--- config.mk ---
export PLATFORM = sky130hd
export DESIGN_NAME = sp_ram_arbiter
export DESIGN_NICKNAME = d
export VERILOG_FILES = /design/src/rtl/sp_ram_arbiter.sv
export SDC_FILE = /design/constraint.sdc
export NUM_CORES = 1
export LEC_CHECK = 0
export CAP_MARGIN = 10
export CORE_UTILIZATION = 55
export CTS_CLUSTER_SIZE = 30
export DETAILED_ROUTE_END_ITERATION = 8
export DONT_BUFFER_PORTS = 1
export PLACE_DENSITY = 0.81
export SYNTH_ARGS = -nofsm -noshare
export SYNTH_HDL_FRONTEND = slang
export SYNTH_SLANG_ARGS = --single-unit
--- constraint.sdc ---
create_clock -name clka -period 2 [get_ports clka]
set_input_delay 0 -clock clka [delete_from_list [all_inputs] [get_ports clka]]
set_output_delay 0 -clock clka [all_outputs]
set_load 0.02 [all_outputs]
--- src/rtl/sp_ram_arbiter.sv ---
// rtl/sp_ram_arbiter.sv - round-robin arbiter and clear sequencer in front of a single-port RAM
// Two requesters share one RAM port; read data is routed back via a latency-matched tag pipeline.
module sp_ram_arbiter #(
  parameter int              AW             = 3,
  parameter int              DW             = 4,
  parameter int              READ_LATENCY   = 3,
  parameter logic [DW-1:0]   INIT_VALUE     = '0,
  parameter bit              CLEAR_ON_RESET = 1'b1
) (
  input  logic              clka,
  input  logic              rsta_n,
  input  logic              clear_start,
  output logic              busy,
  input  logic [1:0]        req_valid,
  output logic [1:0]        req_ready,
  input  logic [1:0]        req_we,
  input  logic [2*AW-1:0]   req_addr,
  input  logic [2*DW-1:0]   req_wdata,
  output logic [1:0]        rsp_valid,
  output logic [DW-1:0]     rsp_rdata,
  output logic              ram_rst,
  output logic              ram_ena,
  output logic              ram_wea,
  output logic              ram_regcea,
  output logic [AW-1:0]     ram_addra,
  output logic [DW-1:0]     ram_dina,
  input  logic [DW-1:0]     ram_douta
);

  typedef enum logic {
    ST_CLEAR = 1'b0,
    ST_RUN   = 1'b1
  } state_t;

  localparam logic [AW-1:0] LAST_ADDR = '1;

  state_t            state;
  state_t            state_next;
  logic [AW-1:0]     clr_cnt;
  logic [AW-1:0]     clr_cnt_next;
  logic              last_grant;
  logic              last_grant_next;
  logic [1:0]        grant;

  logic              sel;
  logic              sel_we;
  logic [AW-1:0]     sel_addr;
  logic [DW-1:0]     sel_wdata;

  // Requester id of the command currently on the ram_* outputs.
  logic              cmd_id;

  logic [READ_LATENCY-1:0] tag_valid;
  logic [READ_LATENCY-1:0] tag_id;

  always_comb begin
    state_next      = state;
    clr_cnt_next    = clr_cnt;
    last_grant_next = last_grant;
    grant           = 2'b00;
    case (state)
      ST_CLEAR: begin
        clr_cnt_next = clr_cnt + 1'b1;
        if (clr_cnt == LAST_ADDR) begin
          state_next = ST_RUN;
        end
      end
      ST_RUN: begin
        // On conflict the requester that did not win most recently goes first.
        if (req_valid == 2'b11) begin
          grant = last_grant ? 2'b01 : 2'b10;
        end else begin
          grant = req_valid;
        end
        if (grant[0]) begin
          last_grant_next = 1'b0;
        end else if (grant[1]) begin
          last_grant_next = 1'b1;
        end
        if (clear_start) begin
          state_next = ST_CLEAR;
        end
      end
      default: begin
        state_next = ST_RUN;
      end
    endcase
  end

  assign sel       = grant[1];
  assign sel_we    = sel ? req_we[1] : req_we[0];
  assign sel_addr  = sel ? req_addr[AW +: AW] : req_addr[0 +: AW];
  assign sel_wdata = sel ? req_wdata[DW +: DW] : req_wdata[0 +: DW];

  always_ff @(posedge clka) begin
    if (!rsta_n) begin
      state      <= CLEAR_ON_RESET ? ST_CLEAR : ST_RUN;
      clr_cnt    <= '0;
      last_grant <= 1'b1;
      ram_ena    <= 1'b0;
      ram_wea    <= 1'b0;
      ram_addra  <= '0;
      ram_dina   <= '0;
      cmd_id     <= 1'b0;
      tag_valid  <= '0;
      tag_id     <= '0;
    end else begin
      state      <= state_next;
      clr_cnt    <= clr_cnt_next;
      last_grant <= last_grant_next;
      ram_ena    <= 1'b0;
      ram_wea    <= 1'b0;
      if (state == ST_CLEAR) begin
        ram_ena   <= 1'b1;
        ram_wea   <= 1'b1;
        ram_addra <= clr_cnt;
        ram_dina  <= INIT_VALUE;
        cmd_id    <= 1'b0;
      end else if (grant != 2'b00) begin
        ram_ena   <= 1'b1;
        ram_wea   <= sel_we;
        ram_addra <= sel_addr;
        ram_dina  <= sel_wdata;
        cmd_id    <= sel;
      end
      // Tags advance every cycle so they line up with the RAM's fixed latency.
      tag_valid[0] <= ram_ena & ~ram_wea;
      tag_id[0]    <= cmd_id;
      for (int i = 1; i < READ_LATENCY; i++) begin
        tag_valid[i] <= tag_valid[i-1];
        tag_id[i]    <= tag_id[i-1];
      end
    end
  end

  assign busy       = (state == ST_CLEAR);
  assign req_ready  = grant;
  assign ram_rst    = ~rsta_n;
  assign ram_regcea = 1'b1;
  assign rsp_rdata  = ram_douta;
  assign rsp_valid  = tag_valid[READ_LATENCY-1]
                      ? (tag_id[READ_LATENCY-1] ? 2'b10 : 2'b01)
                      : 2'b00;

endmodule

; ---- After elaboration in Yosys (flattened, before gate mapping)
; Index checks and enable logic that the tools add are counted.
[word_totals]
reg_bits = 21
in_bits = 25
output_inout_bits = 20
wordCells = 42
[classes]
n_addsub = 1
n_eq_ne = 3
mux = 20
bitwise = 4
n_reduce_logical = 4
[op_table]
columns = operator, n
row1 = $mux W2, 6
row2 = $mux W1, 9
row3 = $mux W3, 3
row4 = $mux W4, 1
row5 = $reduce_and A2 Y1, 2
row6 = $reduce_bool A2 Y1, 2
row7 = $add A3 B1 Y3 const B, 1
row8 = $eq A3 B3 Y1 const B, 1
row9 = $not A1 Y1, 3
row10 = $eq A2 B2 Y1 const B, 1
row11 = $ne A2 B1 Y1 const B, 1
row12 = $pmux W1 S2, 1
row13 = $and A1 B1 Y1, 1

; ---- Longest topological paths before layout
[logic_depth]
ltp_word = 7
mapped_depth = 6
ltp_nobuf = 5

; ---- Least setup slack after synthesis
; No wires, ideal clock.
[synth_timing]
path_type = register -> register
from = reg state
to = reg ram_dina[0]
setup_time_ps = 86
arrival_time_ps = 967
required_ps = 1914
setup_slack_ps = 947
path_stages_with_launch = 6
path_buffers = 1
synth_period_minus_slack_ps = 1053
cell_sequence = dfxtp_1 inv_2 nor2_2 buf_4 nor2_1 a211oi_1
[synth_via]
elab_chain_len = 2
elab_cells_between_ends = 4
cone_classes = 2 x mux / 2 x reduce/logical
[synth_rtl]
columns = item, line_no
row1 = start: declaration, 37  ; state_t state;
row2 = start signal: assignment, 97  ; state <= CLEAR_ON_RESET ? ST_CLEAR : ST_RUN;
row3 = start signal: assignment, 108  ; state <= state_next;
row4 = $mux W2, 61  ; case (state)
row5 = $mux W4 / $reduce_bool A2 Y1 (equally long branches), "93, 119"
row6 = end signal: assignment, 123  ; ram_dina <= sel_wdata;
row7 = end: declaration, 26  ; output logic [DW-1:0] ram_dina,
; Parallel ways exist; a longest one is shown, timed or not.
; A chain may end at the register's enable or synchronous reset.

; ---- Final worst setup path
[layout_timing]
from = reg state
to = reg ram_wea
[layout_via]
elab_chain_len = 4
elab_cells_between_ends = 5
cone_classes = 4 x mux / 1 x reduce/logical
[layout_rtl]
columns = item, line_no
row1 = $mux W2 *, 61
row2 = net req_ready[1], 15  ; output logic [1:0] req_ready,
row3 = $mux W1 / $reduce_bool A2 Y1 (equally long branches), "91, 119"
row4 = $mux W1 *, 119  ; end else if (grant != 2'b00) begin
row5 = $mux W1 *, 113  ; if (state == ST_CLEAR) begin
row6 = end signal: assignment, 121  ; ram_wea <= sel_we;
row7 = end: declaration, 23  ; output logic ram_wea,
; Mark *: on every way through the listed nets, which the timed path passes. The rest lies on a longest branch.

==> impl_metrics.json <==
{
  "crit_chain": "nand3_4 > inv_1 > o21ai_0 > a21oi_1 > dlygate4sd3_1",
  "routed-via-count": 701,
  "synth_cell_type_count": 25,
  "drt_iter0_drc": 7,
  "grt_pass1_wl_mm": 2.898,
  "ys_ff_latch": 21,
  "fin_setup_tns_ns": 0,
  "critPathCaptureType": "flop",
  "synth_fp_nets": 121,
  "path_delay_family": "buffers and inverters",
  "cts_buffer_depth": 2,
  "area_delta_synth_final_pct": 24.01,
  "worstPathMaxFanout": 11,
  "finalPower_w": 0.0007257,
  "track_usage_pct": 21.85,
  "p_comb_share_pct": 10.2,
  "cts_buffers": 3,
  "finalMaxSlewViolations": 0,
  "cts_root_buf": "clkbuf_4",
  "min_path_cells": 0,
  "crit_type": "reg2reg",
  "num_rows": 14,
  "slowest_delay_ns": 0.55,
  "drive_above_1_share_pct": 8.108,
  "setup_violations": 0,
  "grt_pass1_vias": 695,
  "cp-start-kind": "flop",
  "synth_flop_cell": "dfxtp_1",
  "fmax_mhz": 574.1,
  "die_w_um": 42.02,
  "whs_ns": 0.000008872,
  "synth_edf_count": 0,
  "worst-path-buf-inv": 2,
  "rsz0062_at_grt": "false",
  "outcome": "completed",
  "p_per_area_nw_per_um2": 664.4,
  "diodes": 0,
  "fin_crit_sh_pct": 87.10,
  "wl_mm": 1.917,
  "nets": 139,
  "start_util_pct": 58.47,
  "cts_sinks": 21,
  "r2r_cells": 5,
  "async_flop_share_pct": 0,
  "postCtsSetupBuffers": 0,
  "antenna_left": 0,
  "clockPowerShare_pct": 28.0,
  "placedCellCount": 102,
  "synth-seq-area-share_pct": 47.73,
  "p_leak_nw": 0.4734,
  "sw_frac_of_total_pct": 23.88,
  "antenna_found_initial": 0,
  "grt_max_degree": 12,
  "ir_worst_vdd_uv": 501.1,
  "gp_routability_congestion": 0.7845,
  "io_pins": 45,
  "intPower_w": 0.0005524,
  "hpwl_mm": 1.118,
  "final_common_cell": "dlygate4sd3_1",
  "crit_slowest_cell": "dlygate4sd3_1",
  "grt-ovfl-total": 0,
  "power_frac_seq_pct": 61.8,
  "power.switching_w": 0.0001733,
  "syn_inst": 94,
  "place.port_buffers": 0,
  "wl_per_cell_um": 15.09,
  "clk_pin_slew_worst_paths_ns": 0.11,
  "cts_tree": "done",
  "drc": 0,
  "cts-htree-levels": 1,
  "fillers": 105,
  "maxCapViolCount": 0,
  "min_period_ns": 1.742,
  "cp.arrival_ns": 2.00,
  "syn_area_per_cell_sq_um": 9.371,
  "cp_num_cells": 5,
  "required_ns": 2.25,
  "skew_ns": 0.006083,
  "hp-class": "in2out",
  "die-area_sq_um": 1766,
  "coreArea_sq_um": 1506,
  "via_per_inst": 5.520,
  "clock_latency_ns": 0.30,
  "die-height_um": 42.02,
  "fin_cells": 127,
  "firstDrtPassIters": 4,
  "finalHoldViolations": 0,
  "yosys_warnings": 0,
  "layout_common_cells": "21 x dlygate4sd3_1, 20 x dfxtp_1, 11 x nor2_1",
  "synth_area_sq_um": 880.8
}
## cell usage after synthesis, types with 2 or more instances
library cell | instances | area [sq um]
and2_1 | 6 | 37.54
inv_1 | 2 | 7.510
ha_1 | 2 | 25.02
mux2i_1 | 9 | 90.09
a211oi_1 | 4 | 30.03
dfxtp_1 | 21 | 420.4
buf_4 | 6 | 45.04
a21oi_1 | 7 | 35.03
nand2_1 | 5 | 18.77
o21ai_0 | 3 | 15.01
nor2b_1 | 2 | 12.51
o22ai_1 | 2 | 12.51
inv_2 | 2 | 7.510
buf_2 | 2 | 10.01
nor2_1 | 11 | 41.29
## cell families (layout without fill, tap and decap cells)
logic type	after synthesis	in the layout	share of synthesized area, %
and+or+nand+nor	29	29	16.48
DFF	21	21	47.73
AOI/OAI and AO/OA	19	19	13.07
buffers and inverters	13	30	9.233
muxes	9	9	10.23
adders and majority gates	2	2	2.840
other	1	1	0.4257
## metal layers
layer | up-vias | part of all wire [%] | routed length, um | track usage, %
li1 | 352 | - | - | -
met1 | 313 | 39 | 748 | 24.65
met2 | 28 | 50 | 962 | 39.06
met3 | 8 | 7.5 | 143 | 5.603
met4 | 0 | 3.3 | 63 | 8.750
met5 | - | 0 | 0 | 0
## area by class of cell
type | instances | area, sq um | area share (%)
Clock buffer | 4 | 26.28 | 2.405
Inverter | 4 | 15.01 | 1.375
Multi-Input combinational cell | 60 | 391.6 | 35.85
Sequential cell | 21 | 421.7 | 38.60
Tap cell | 16 | 20.02 | 1.833
Timing Repair Buffer | 22 | 217.7 | 19.93
## sequential cells by signal (all words and copies together), names as in the netlist
signal	cells
clr_cnt	3
cmd_id	1
last_grant	1
ram_addra	3
ram_dina	4
ram_ena	1
ram_wea	1
state	1
tag_id	3
tag_valid	3
## worst paths after layout
path	startpoint	slack, ns	endpoint
setup / recovery	state$_SDFF_PN0_	0.26	ram_wea$_SDFF_PN0_
hold reg to reg	tag_id[0]$_SDFF_PN0_	0.45	tag_id[1]$_SDFF_PN0_
setup reg to reg	state$_SDFF_PN0_	0.26	ram_wea$_SDFF_PN0_
hold / removal	ram_douta[2]	0.000009	rsp_rdata[2]
## power groups by stage
stage / Clock [W] / Sequential [W] / Combinational (W)
floorplan: 0 / 0.000455 / 0.0000478
global placement: 0 / 0.000457 / 0.0000358
detailed placement: 0 / 0.000458 / 0.0000373
CTS: 0.000202 / 0.000448 / 0.0000692
global route: 0.000219 / 0.000451 / 0.0000806
finish: 0.000203 / 0.000449 / 0.0000737
## what timing repair did
action                                 4_1_cts  5_1_grt
hold buffers                                20        1
resized for setup                            0        3
endpoints found under the hold margin       19        1
setup endpoints to repair                    0        4
## through the flow
step	setup slack (ns)	util (%)	area (sq um)
after CTS	0.02864	70.93	1069
after detailed placement	0.5845	55.90	842.1
after floorplan	0.9472	-	880.8
after global placement	0.6481	55.90	842.1
after global routing	0.1329	72.51	1092
final	0.2580	72.51	1092
No activity file was read; power rests on OpenSTA's default activity.
